**config.mk**
```make
export PLATFORM = sky130hd
export DESIGN_NAME = uart_cmd_ctrl
export DESIGN_NICKNAME = d
export VERILOG_FILES = /design/src/rtl/uart_cmd_ctrl.sv
export SDC_FILE = /design/constraint.sdc
export NUM_CORES = 1
export LEC_CHECK = 0
export ABC_AREA = 1
export BUFFER_PORTS_ARGS = -buffer_cell sky130_fd_sc_hd__buf_2
export CAP_MARGIN = 0
export CORE_AREA = 10 10 89 91
export DETAILED_ROUTE_END_ITERATION = 6
export DIE_AREA = 0 0 99 101
export PLACE_DENSITY = 0.7
export SLEW_MARGIN = 20
export SYNTH_ARGS = -nofsm -noshare
export SYNTH_HDL_FRONTEND = slang
export SYNTH_SLANG_ARGS = --single-unit
```
**constraint.sdc**
```tcl
create_clock -name i_Clock -period 1.7 [get_ports i_Clock]
set_input_delay 0.085 -clock i_Clock [delete_from_list [all_inputs] [get_ports i_Clock]]
set_output_delay 0.085 -clock i_Clock [all_outputs]
set_load 0.005 [all_outputs]
```
**src/rtl/uart_cmd_ctrl.sv**
```systemverilog
// uart_cmd_ctrl: FIFO-buffered UART RX command decoder driving the green LED and UART TX replies; RX byte -> LED/first TX DV in 3 cycles.
// Replies are paced by TX Done/Active; RX bytes dropped on a full FIFO set sticky o_Overflow. UART_CMD_CRLF_EN appends CR/LF to replies.
module uart_cmd_ctrl #(
  parameter int FIFO_DEPTH = 4
) (
  input  logic       i_Clock,
  input  logic       i_Rst_L,
  input  logic       i_RX_DV,
  input  logic [7:0] i_RX_Byte,
  output logic       o_TX_DV,
  output logic [7:0] o_TX_Byte,
  input  logic       i_TX_Active,
  input  logic       i_TX_Done,
  output logic       o_LED_G,
  output logic       o_Busy,
  output logic       o_Overflow
);

  localparam int AW = $clog2(FIFO_DEPTH);
  localparam int CW = AW + 1;
  localparam logic [CW-1:0] DEPTH_C = CW'(FIFO_DEPTH);
`ifdef UART_CMD_CRLF_EN
  localparam logic [1:0] LAST_IDX = 2'd2;
`else
  localparam logic [1:0] LAST_IDX = 2'd0;
`endif

  typedef enum logic [2:0] {S_IDLE, S_DECODE, S_SEND, S_WAIT, S_GAP} state_t;
  state_t state_q, state_d;

  logic [7:0]    mem_q [FIFO_DEPTH];
  logic [AW-1:0] wr_ptr_q, rd_ptr_q;
  logic [CW-1:0] count_q, count_d;
  logic          push, pop;
  logic          ovf_q, ovf_d;

  logic [7:0] cmd_q, cmd_d;
  logic [7:0] first_q, first_d;
  logic [7:0] tx_byte_q, tx_byte_d;
  logic [1:0] idx_q, idx_d;
  logic       tx_dv_q, tx_dv_d;
  logic       led_q, led_d;

  logic [7:0] first_c, reply_c;
  logic       led_c, ignore_c;

  // A full FIFO still accepts a byte when the head leaves in the same cycle.
  assign pop  = (state_q == S_IDLE) && (count_q != '0) && !i_TX_Active;
  assign push = i_RX_DV && ((count_q != DEPTH_C) || pop);
  assign ovf_d = ovf_q | (i_RX_DV & ~push);

  always_comb begin
    count_d = count_q;
    case ({push, pop})
      2'b10:   count_d = count_q + CW'(1);
      2'b01:   count_d = count_q - CW'(1);
      default: count_d = count_q;
    endcase
  end

  always_ff @(posedge i_Clock) begin
    if (push) mem_q[wr_ptr_q] <= i_RX_Byte;
  end

  always_ff @(posedge i_Clock or negedge i_Rst_L) begin
    if (!i_Rst_L) begin
      wr_ptr_q <= '0;
      rd_ptr_q <= '0;
      count_q  <= '0;
      ovf_q    <= 1'b0;
    end else begin
      if (push) wr_ptr_q <= wr_ptr_q + AW'(1);
      if (pop)  rd_ptr_q <= rd_ptr_q + AW'(1);
      count_q <= count_d;
      ovf_q   <= ovf_d;
    end
  end

  always_comb begin
    first_c  = 8'h45;
    led_c    = led_q;
    ignore_c = 1'b0;
    case (cmd_q)
      8'h31:        begin led_c = 1'b0;   first_c = 8'h4B; end
      8'h30:        begin led_c = 1'b1;   first_c = 8'h4B; end
      8'h74:        begin led_c = ~led_q; first_c = 8'h4B; end
      8'h3F:        first_c = led_q ? 8'h30 : 8'h31;
      8'h0D, 8'h0A: ignore_c = 1'b1;
      default:      first_c = 8'h45;
    endcase
  end

  always_comb begin
    case (idx_q)
      2'd0:    reply_c = first_q;
      2'd1:    reply_c = 8'h0D;
      default: reply_c = 8'h0A;
    endcase
  end

  always_ff @(posedge i_Clock or negedge i_Rst_L) begin
    if (!i_Rst_L) state_q <= S_IDLE;
    else          state_q <= state_d;
  end

  always_comb begin
    state_d = state_q;
    case (state_q)
      S_IDLE:   if (pop) state_d = S_DECODE;
      S_DECODE: state_d = ignore_c ? S_IDLE : S_SEND;
      S_SEND:   state_d = S_WAIT;
      S_WAIT:   if (i_TX_Done) state_d = (idx_q == LAST_IDX) ? S_IDLE : S_GAP;
      S_GAP:    if (!i_TX_Active) state_d = S_SEND;
      default:  state_d = S_IDLE;
    endcase
  end

  // DV and byte are registered on entry to SEND so the pulse lines up with the SEND cycle.
  always_comb begin
    cmd_d     = cmd_q;
    led_d     = led_q;
    first_d   = first_q;
    idx_d     = idx_q;
    tx_byte_d = tx_byte_q;
    tx_dv_d   = (state_d == S_SEND);
    o_Busy    = (state_q != S_IDLE);
    if (pop) cmd_d = mem_q[rd_ptr_q];
    case (state_q)
      S_DECODE: begin
        led_d   = led_c;
        first_d = first_c;
        idx_d   = 2'd0;
        if (!ignore_c) tx_byte_d = first_c;
      end
      S_WAIT:  if (i_TX_Done) idx_d = idx_q + 2'd1;
      S_GAP:   if (!i_TX_Active) tx_byte_d = reply_c;
      default: ;
    endcase
  end

  always_ff @(posedge i_Clock or negedge i_Rst_L) begin
    if (!i_Rst_L) begin
      cmd_q     <= 8'h00;
      first_q   <= 8'h00;
      tx_byte_q <= 8'h00;
      idx_q     <= 2'd0;
      tx_dv_q   <= 1'b0;
      led_q     <= 1'b1;
    end else begin
      cmd_q     <= cmd_d;
      first_q   <= first_d;
      tx_byte_q <= tx_byte_d;
      idx_q     <= idx_d;
      tx_dv_q   <= tx_dv_d;
      led_q     <= led_d;
    end
  end

  assign o_TX_DV    = tx_dv_q;
  assign o_TX_Byte  = tx_byte_q;
  assign o_LED_G    = led_q;
  assign o_Overflow = ovf_q;

endmodule
```
# Yosys cells after proc, flatten, opt, wreduce, memory -nomap -nowiden
# Memories as Yosys holds them, arrays and structs flattened. A register that Yosys moved wholly into a read port is not among the register bits.
# Index checks and enable logic that the tools add are counted.
[classes]
n_addsub = 5
eq_ne = 18
n_mux = 19
n_bitwise = 4
reduce_logical = 19
[ops]
columns = ["cell", "n"]
rows = [
  ["$pmux W8 S2", 2],
  ["$eq A8 B6 Y1 const B", 3],
  ["$eq A8 B4 Y1 const B", 2],
  ["$mux W8", 2],
  ["$pmux W3 S5", 1],
  ["$pmux W7 S2", 1],
  ["$mux W3", 4],
  ["$eq A3 B2 Y1 const B", 3],
  ["$reduce_bool A3 Y1", 3],
  ["$eq A8 B7 Y1 const B", 1],
  ["$add A2 B1 Y2 const B", 3],
  ["$ne A2 B2 Y1 const B", 3],
  ["$pmux W3 S2", 1],
  ["$reduce_bool A2 Y1", 3],
  ["$eq A2 B1 Y1 const B", 2],
  ["$mux W1", 4],
  ["$mux W2", 2],
  ["$pmux W2 S2", 1],
  ["$reduce_and A2 Y1", 2],
  ["$add A3 B1 Y3 const B", 1],
  ["$eq A3 B1 Y1 const B", 1],
  ["$eq A3 B3 Y1 const B", 1],
  ["$logic_and A1 B1 Y1", 3],
  ["$logic_not A3 Y1", 1],
  ["13 further kinds", 15],
]
[word_totals]
reg_bits = 31
ramBits = 32
input_bits = 13
output_inout_bits = 12
wordCells = 76
mem_count = 1
[mem_list]
columns = ["memory", "words", "word_bits", "rd", "rd_ports_with_merged_regs", "write_ports", "line", "text"]
rows = [
  ["mem_q", 4, 8, 1, 1, 1, "31", "logic [7:0] mem_q [FIFO_DEPTH];"],
]

# Longest topological paths before layout
[depth]
depth_word = 8
depth_mapped = 11
ltp_nobuf = 11

# Worst setup path before layout
# Ideal clock, no wire load.
[synth_path]
kind = "register to register"
from = "register state_q[1]"
to = "register count_q[2]"
setup_ps = 62
arrival_ps = 1635
required_ps = 1638
setup_slack_ps = 3
path_stages_with_launch = 11
path_buffers = 0
synth_period_minus_slack_ps = 1697
path_cell_list = "dfrtp_1 > nor2_2 > nand3_4 > nor2_8 > nand2_4 > fa_1 > inv_1 > nand4_1 > nand3_1 > nand2_1 > inv_1"
[synth_via]
elab_chain_len = 7
word_cells_on_any_way = 9
cone_classes = "eq/ne: 2; mux: 1; reduce/logical: 6"
[synth_rtl]
columns = ["item", "line", "text"]
rows = [
  ["start, declared", "29", "state_t state_q, state_d;"],
  ["start signal, assigned", "103", "else state_q <= state_d;"],
  ["$logic_not A3 Y1 (*)", "48", "assign pop = (state_q == S_IDLE) && (count_q != '0) && !i_TX_Active;"],
  ["$logic_and A1 B1 Y1 (*) (2 in series)", "48", ""],
  ["$logic_or A1 B1 Y1", "49", "assign push = i_RX_DV && ((count_q != DEPTH_C) || pop);"],
  ["$logic_and A1 B1 Y1", "49", ""],
  ["$eq A2 B1 Y1 / $eq A2 B2 Y1 (equally long branches)", "54", "case ({push, pop})"],
  ["$pmux W3 S2 / $reduce_bool A2 Y1 (equally long branches)", "--", ""],
  ["end signal, assigned", "74", "count_q <= count_d;"],
  ["end, declared", "33", "logic [CW-1:0] count_q, count_d;"],
]
# Every way passes the cells marked *; elsewhere a longest branch is shown, timed or not.
# A chain may end at the register's enable or synchronous reset.

# Final worst setup path
[layout_path]
from = "register state_q[0]"
to = "register count_q[1]"
# The elaborated chain is that of the path after synthesis.

==> results by stage <==
Logic synthesis:
- The per-instance average area after synthesis is slightly above 10 um2.
- The dominant combinational cell family by area after synthesis is simple AND/OR/NAND/NOR gates.
- In the synthesized netlist the dominant register cell turns out to be sky130_fd_sc_hd__dfrtp_1.
- The async set-or-reset flop fraction in the synthesized netlist is 0.515.
- The post-synthesis cell area is between 3000 and 4000 um2.
- sky130_fd_sc_hd__nand2_1 is the most common cell in the netlist.
- The post-synthesis simple-gate area fraction is 0.204.
- The sequential share of the synthesized area is 0.597.
- Counting instances in the post-synthesis netlist gives the leading cell types as 50 x sky130_fd_sc_hd__nand2_1, 35 x sky130_fd_sc_hd__inv_1, 33 x sky130_fd_sc_hd__dfrtp_1.
- Of the total synthesized cell area, the portion taken by XOR and XNOR cells is 0.0140.
- The synthesized-area fraction occupied by ao, oa, aoi and oai cells is 0.0870.
- Counting every net in the synthesized netlist gives approximately 320.
- The number of warning messages in the yosys log is 0.
- By area the synthesized netlist is led by sky130_fd_sc_hd__edfxtp_1 32%, sky130_fd_sc_hd__dfrtp_1 27%, sky130_fd_sc_hd__nand2_1 6.2%.
- The cell accounting for the most synthesized area is sky130_fd_sc_hd__edfxtp_1.
- The number of unique standard cell types used by synthesis is 34.
- The number of flops mapped to enable cells by yosys is 32.
- In the synthesized netlist, the number of instances is around 300.
- Of the total synthesized cell area, the portion taken by full adders, half adders and majority gates is 0.0313.
- The share of synthesized area in the top cell type comes to 0.317.
- The post-synthesis sequential element count is between 60 and 70.
- Of the post-synthesis cell area, the part taken by muxes is 0.

Critical path:
- The cell with the largest stage delay on the worst path is sky130_fd_sc_hd__fa_2.
- The data arrival at the endpoint of the critical path is ~1.9 ns.
- In this design, the stage delay of the slowest critical-path cell is between 0.5 and 0.6 ns.
- The worst register-to-register path has a depth of 8.
- The worst setup path is captured at a flop.
- Along the worst path, the maximum fanout reaches 3.
- The startpoint kind of the worst setup timing path is a flop.
- The category of the critical setup timing path is reg -> reg.
- Walking the worst path, the cells encountered are nor2_2 > nand3_4 > nor2_8 > nand2_4 > fa_2 > inv_2 > nand2_1 > o21ai_1.
- In this run the critical register-to-register path is captured at count_q[1].
- For the worst setup path, the data required time is about 1.9 ns.
- The startpoint identified for the worst register-to-register timing path is state_q[0].
- For flop-to-flop paths, the worst setup slack is between 0.07 and 0.08 ns.

Final layout:
- The layout overhead on the synthesized area is 17.8%.
- The post-route core utilization is 0.576.
- The net total in the final layout is between 300 and 400.
- In the final layout, flip-flops and latches occupy 1810 um2.
- The total area of multi-input combinational cells is about 1000 um2.
- After filler insertion, the fill cell instance count of the layout stands at approximately 530.
- The number of antenna repair diodes is 0.
- Of the cells placed in the final design, the portion with a size suffix greater than 1 is 0.219.

Detailed routing:
- For this run, the detailed router's first-pass iteration total came to 4.
- Dividing the detail-routed via count by the number of cells gives 4.99.
- The violation count after the first detailed-routing iteration is 45.
- The final route contains roughly 2100 vias.
- Summed over all layers, the routed wires come to 5750 um.
- After detailed routing, the number of remaining DRC violations is 0.
- In the final routed layout, each cell accounts on average for ~13 um.
- Once detail routing completed, the nets flagged for antenna violations numbered 0.

Clock tree:
- The number of buffers added by the clock tree synthesis step is 9.
- In this run the post-CTS setup repair buffer count came out at 0.
- Clock latency on the worst-skew pair, taken at its later pin, is around 0.35 ns.
- The TritonCTS sink count is 66.
- The buffer cell driving the clock tree root is sky130_fd_sc_hd__clkbuf_8.
- Clock-pin slew was measured on the worst setup and hold paths at 0.08 ns.
- TritonCTS built the clock tree.
- The buffer depth of the longest clock path is 2.
- The H-tree was split into 3 levels.

Floorplan:
- The die width is just under 100 um.
- The I/O pin total is 25.
- The chip height is approximately 100 um.
- The placeable core region is 6200 um2.
- After floorplanning, the core was divided into 29 placement rows.
- For this configuration, the core starts out at a cell density of 0.489.
- The die outline area is 10000 um2.

Placement:
- The count of input and output buffers is 23.
- OpenSTA, run right after detailed placement, puts the worst setup slack at around 0.026 ns.
- The placer's final routability congestion estimate is 0.817.
- The post-DP HPWL is roughly 3900 um.

STA:
- Across all hold checks on the routed design, the worst slack comes to 0.0479 ns.
- Of the available clock period, the critical path in the final layout requires 0.958.
- In this run the tightest slew margin relative to its limit is 0.507.
- The max-slew violation count is 0.
- The final worst clock skew is ~0.0087 ns.
- The worst setup slack after layout is slightly above 0.07 ns.
- The minimum period implied by the final worst setup slack is roughly 1.6 ns.
- Setup violations remaining at the end of the flow were counted as 0.
- The transition time of the tightest slew-check pin is around 0.74 ns.
- The count of endpoints failing hold in the final timing report is 0.
- The highest achievable clock rate is 614 MHz.
- Setup repair after global routing could not meet its margin everywhere.

Global routing:
- The first-pass GRT wire length is 9830 um.
- For this run, global-route usage on met2 was measured as 0.208.
- The via count of the first global-routing pass is 2167.
- The met3 global-route usage is 0.0412.
- For this run, the total global-route usage over all layers was measured as 0.122.
- After global routing, the most crowded layer is met2.
- The number of antenna violations at the first check in global routing is 0.
- Entering global routing, the biggest net connects 35 pins.
- For this run, global-route usage on met1 was measured as 0.135.
- The total overflow left after global routing is 0.

Power and ir drop:
- The analysis attributes to cell leakage a power of 1.60 nW.
- The largest vdd supply drop is roughly 1.2 mV.
- Dividing total power by cell area gives a power density of 1720 nW/um2.

Min path:
- The worst hold path passes through 4 cells.
- The worst min-delay path startpoint is i_TX_Done.
- The class of the most critical hold timing path is in -> reg.
- The sink of the worst hold path is state_q[0].

Run status:
- The run finished with clean final reports.

Flow run:
- The count of max-cap constraint violations is 0.
[area by class of cell]
cell class | count | area share
well taps | 77 | 0.0269
clock inverters | 7 | 0.0227
multi-input cells | 186 | 0.287
clock buffers | 9 | 0.0346
inverters | 41 | 0.0430
flip-flops and latches | 66 | 0.507
repair buffers | 42 | 0.0784
[flip-flops by register name, indices dropped and copies added, names as in the netlist]
| register | flops |
|---|---|
| idx_q | 2 |
| mem_q | 32 |
| count_q | 3 |
| cmd_q | 8 |
| o_LED_G | 1 |
| rd_ptr_q | 2 |
| o_Overflow | 1 |
| o_TX_DV | 1 |
| o_TX_Byte | 6 |
| first_q | 5 |
| state_q | 3 |
| wr_ptr_q | 2 |
[logic make-up after synthesis]
kind of cell               Yosys count
AOI/OAI and AO/OA                   49
xor gates and xnor gates             4
adders and majority gates            7
buffers and inverters               47
DFF                                 66
other                                1
and+or+nand+nor                    125
[metrics by stage]
stage          setup TNS [ns]  instances  power (mW)  instance area [um2]
2_1_floorplan               0        299        4.12                 3040
3_3_place_gp                0        403        4.71                 3280
3_5_place_dp                0        403        4.80                 3280
4_1_cts                     0        428        6.20                 3570
5_1_grt               -0.0311        428        6.67                 3580
6_report                    0        428        6.15                 3580
[how the worst max path moves through the flow]
stage / start / endpoint / slack, ns / cells past startpoint
global placement: state_q[0] / count_q[2] / 0.09 / 10
detailed placement: state_q[0] / count_q[2] / 0.03 / 10
finish: state_q[0] / count_q[1] / 0.07 / 8
global route: state_q[0] / count_q[1] / -0.02 / 8
floorplan: state_q[1] / count_q[2] / 0.003 / 10
CTS: state_q[0] / count_q[2] / 0.006 / 10
[power by group]
part / switching [mW] / internal (mW)
logic: 1.42 / 0.861
registers: 0.280 / 2.22
clock network: 0.667 / 0.699
total: 2.37 / 3.78
[critical path, delay by kind of cell (launching register included)]
kind	cells	cell delay (ns)
fa+ha+maj	1	0.53
buf+inv	1	0.03
flops	1	0.39
simple gates	5	0.50
compound gates	1	0.06
[repair_timing]
item,4_1_cts,5_1_grt
gates resized for setup,0,3
setup endpoints to repair,0,1
endpoints found under the hold margin,65,0
hold buffers,9,0
[cell usage in the layout (no fill, tap or decap), types with 5 or more instances in the layout]
master / count
sky130_fd_sc_hd__nand2_1: 50
sky130_fd_sc_hd__inv_1: 33
sky130_fd_sc_hd__dfrtp_1: 33
sky130_fd_sc_hd__nor2_1: 32
sky130_fd_sc_hd__edfxtp_1: 32
sky130_fd_sc_hd__o21ai_0: 31
sky130_fd_sc_hd__buf_2: 23
sky130_fd_sc_hd__nand3_1: 21
sky130_fd_sc_hd__buf_4: 10
sky130_fd_sc_hd__clkbuf_8: 9
sky130_fd_sc_hd__dlygate4sd3_1: 9
sky130_fd_sc_hd__inv_2: 8
sky130_fd_sc_hd__o22ai_1: 7
sky130_fd_sc_hd__ha_1: 6
sky130_fd_sc_hd__a21oi_1: 5
[metal layers]
| metal | vias up | routed length [um] | part of all wire |
|---|---|---|---|
| li1 | 1080 | - | - |
| met1 | 1000 | 2440 | 0.42 |
| met2 | 50 | 2910 | 0.51 |
| met3 | 6 | 345 | 0.060 |
| met4 | 0 | 51 | 0.0089 |
| met5 | - | 0 | 0 |
Note: power is estimated with default switching activity, not from simulation.
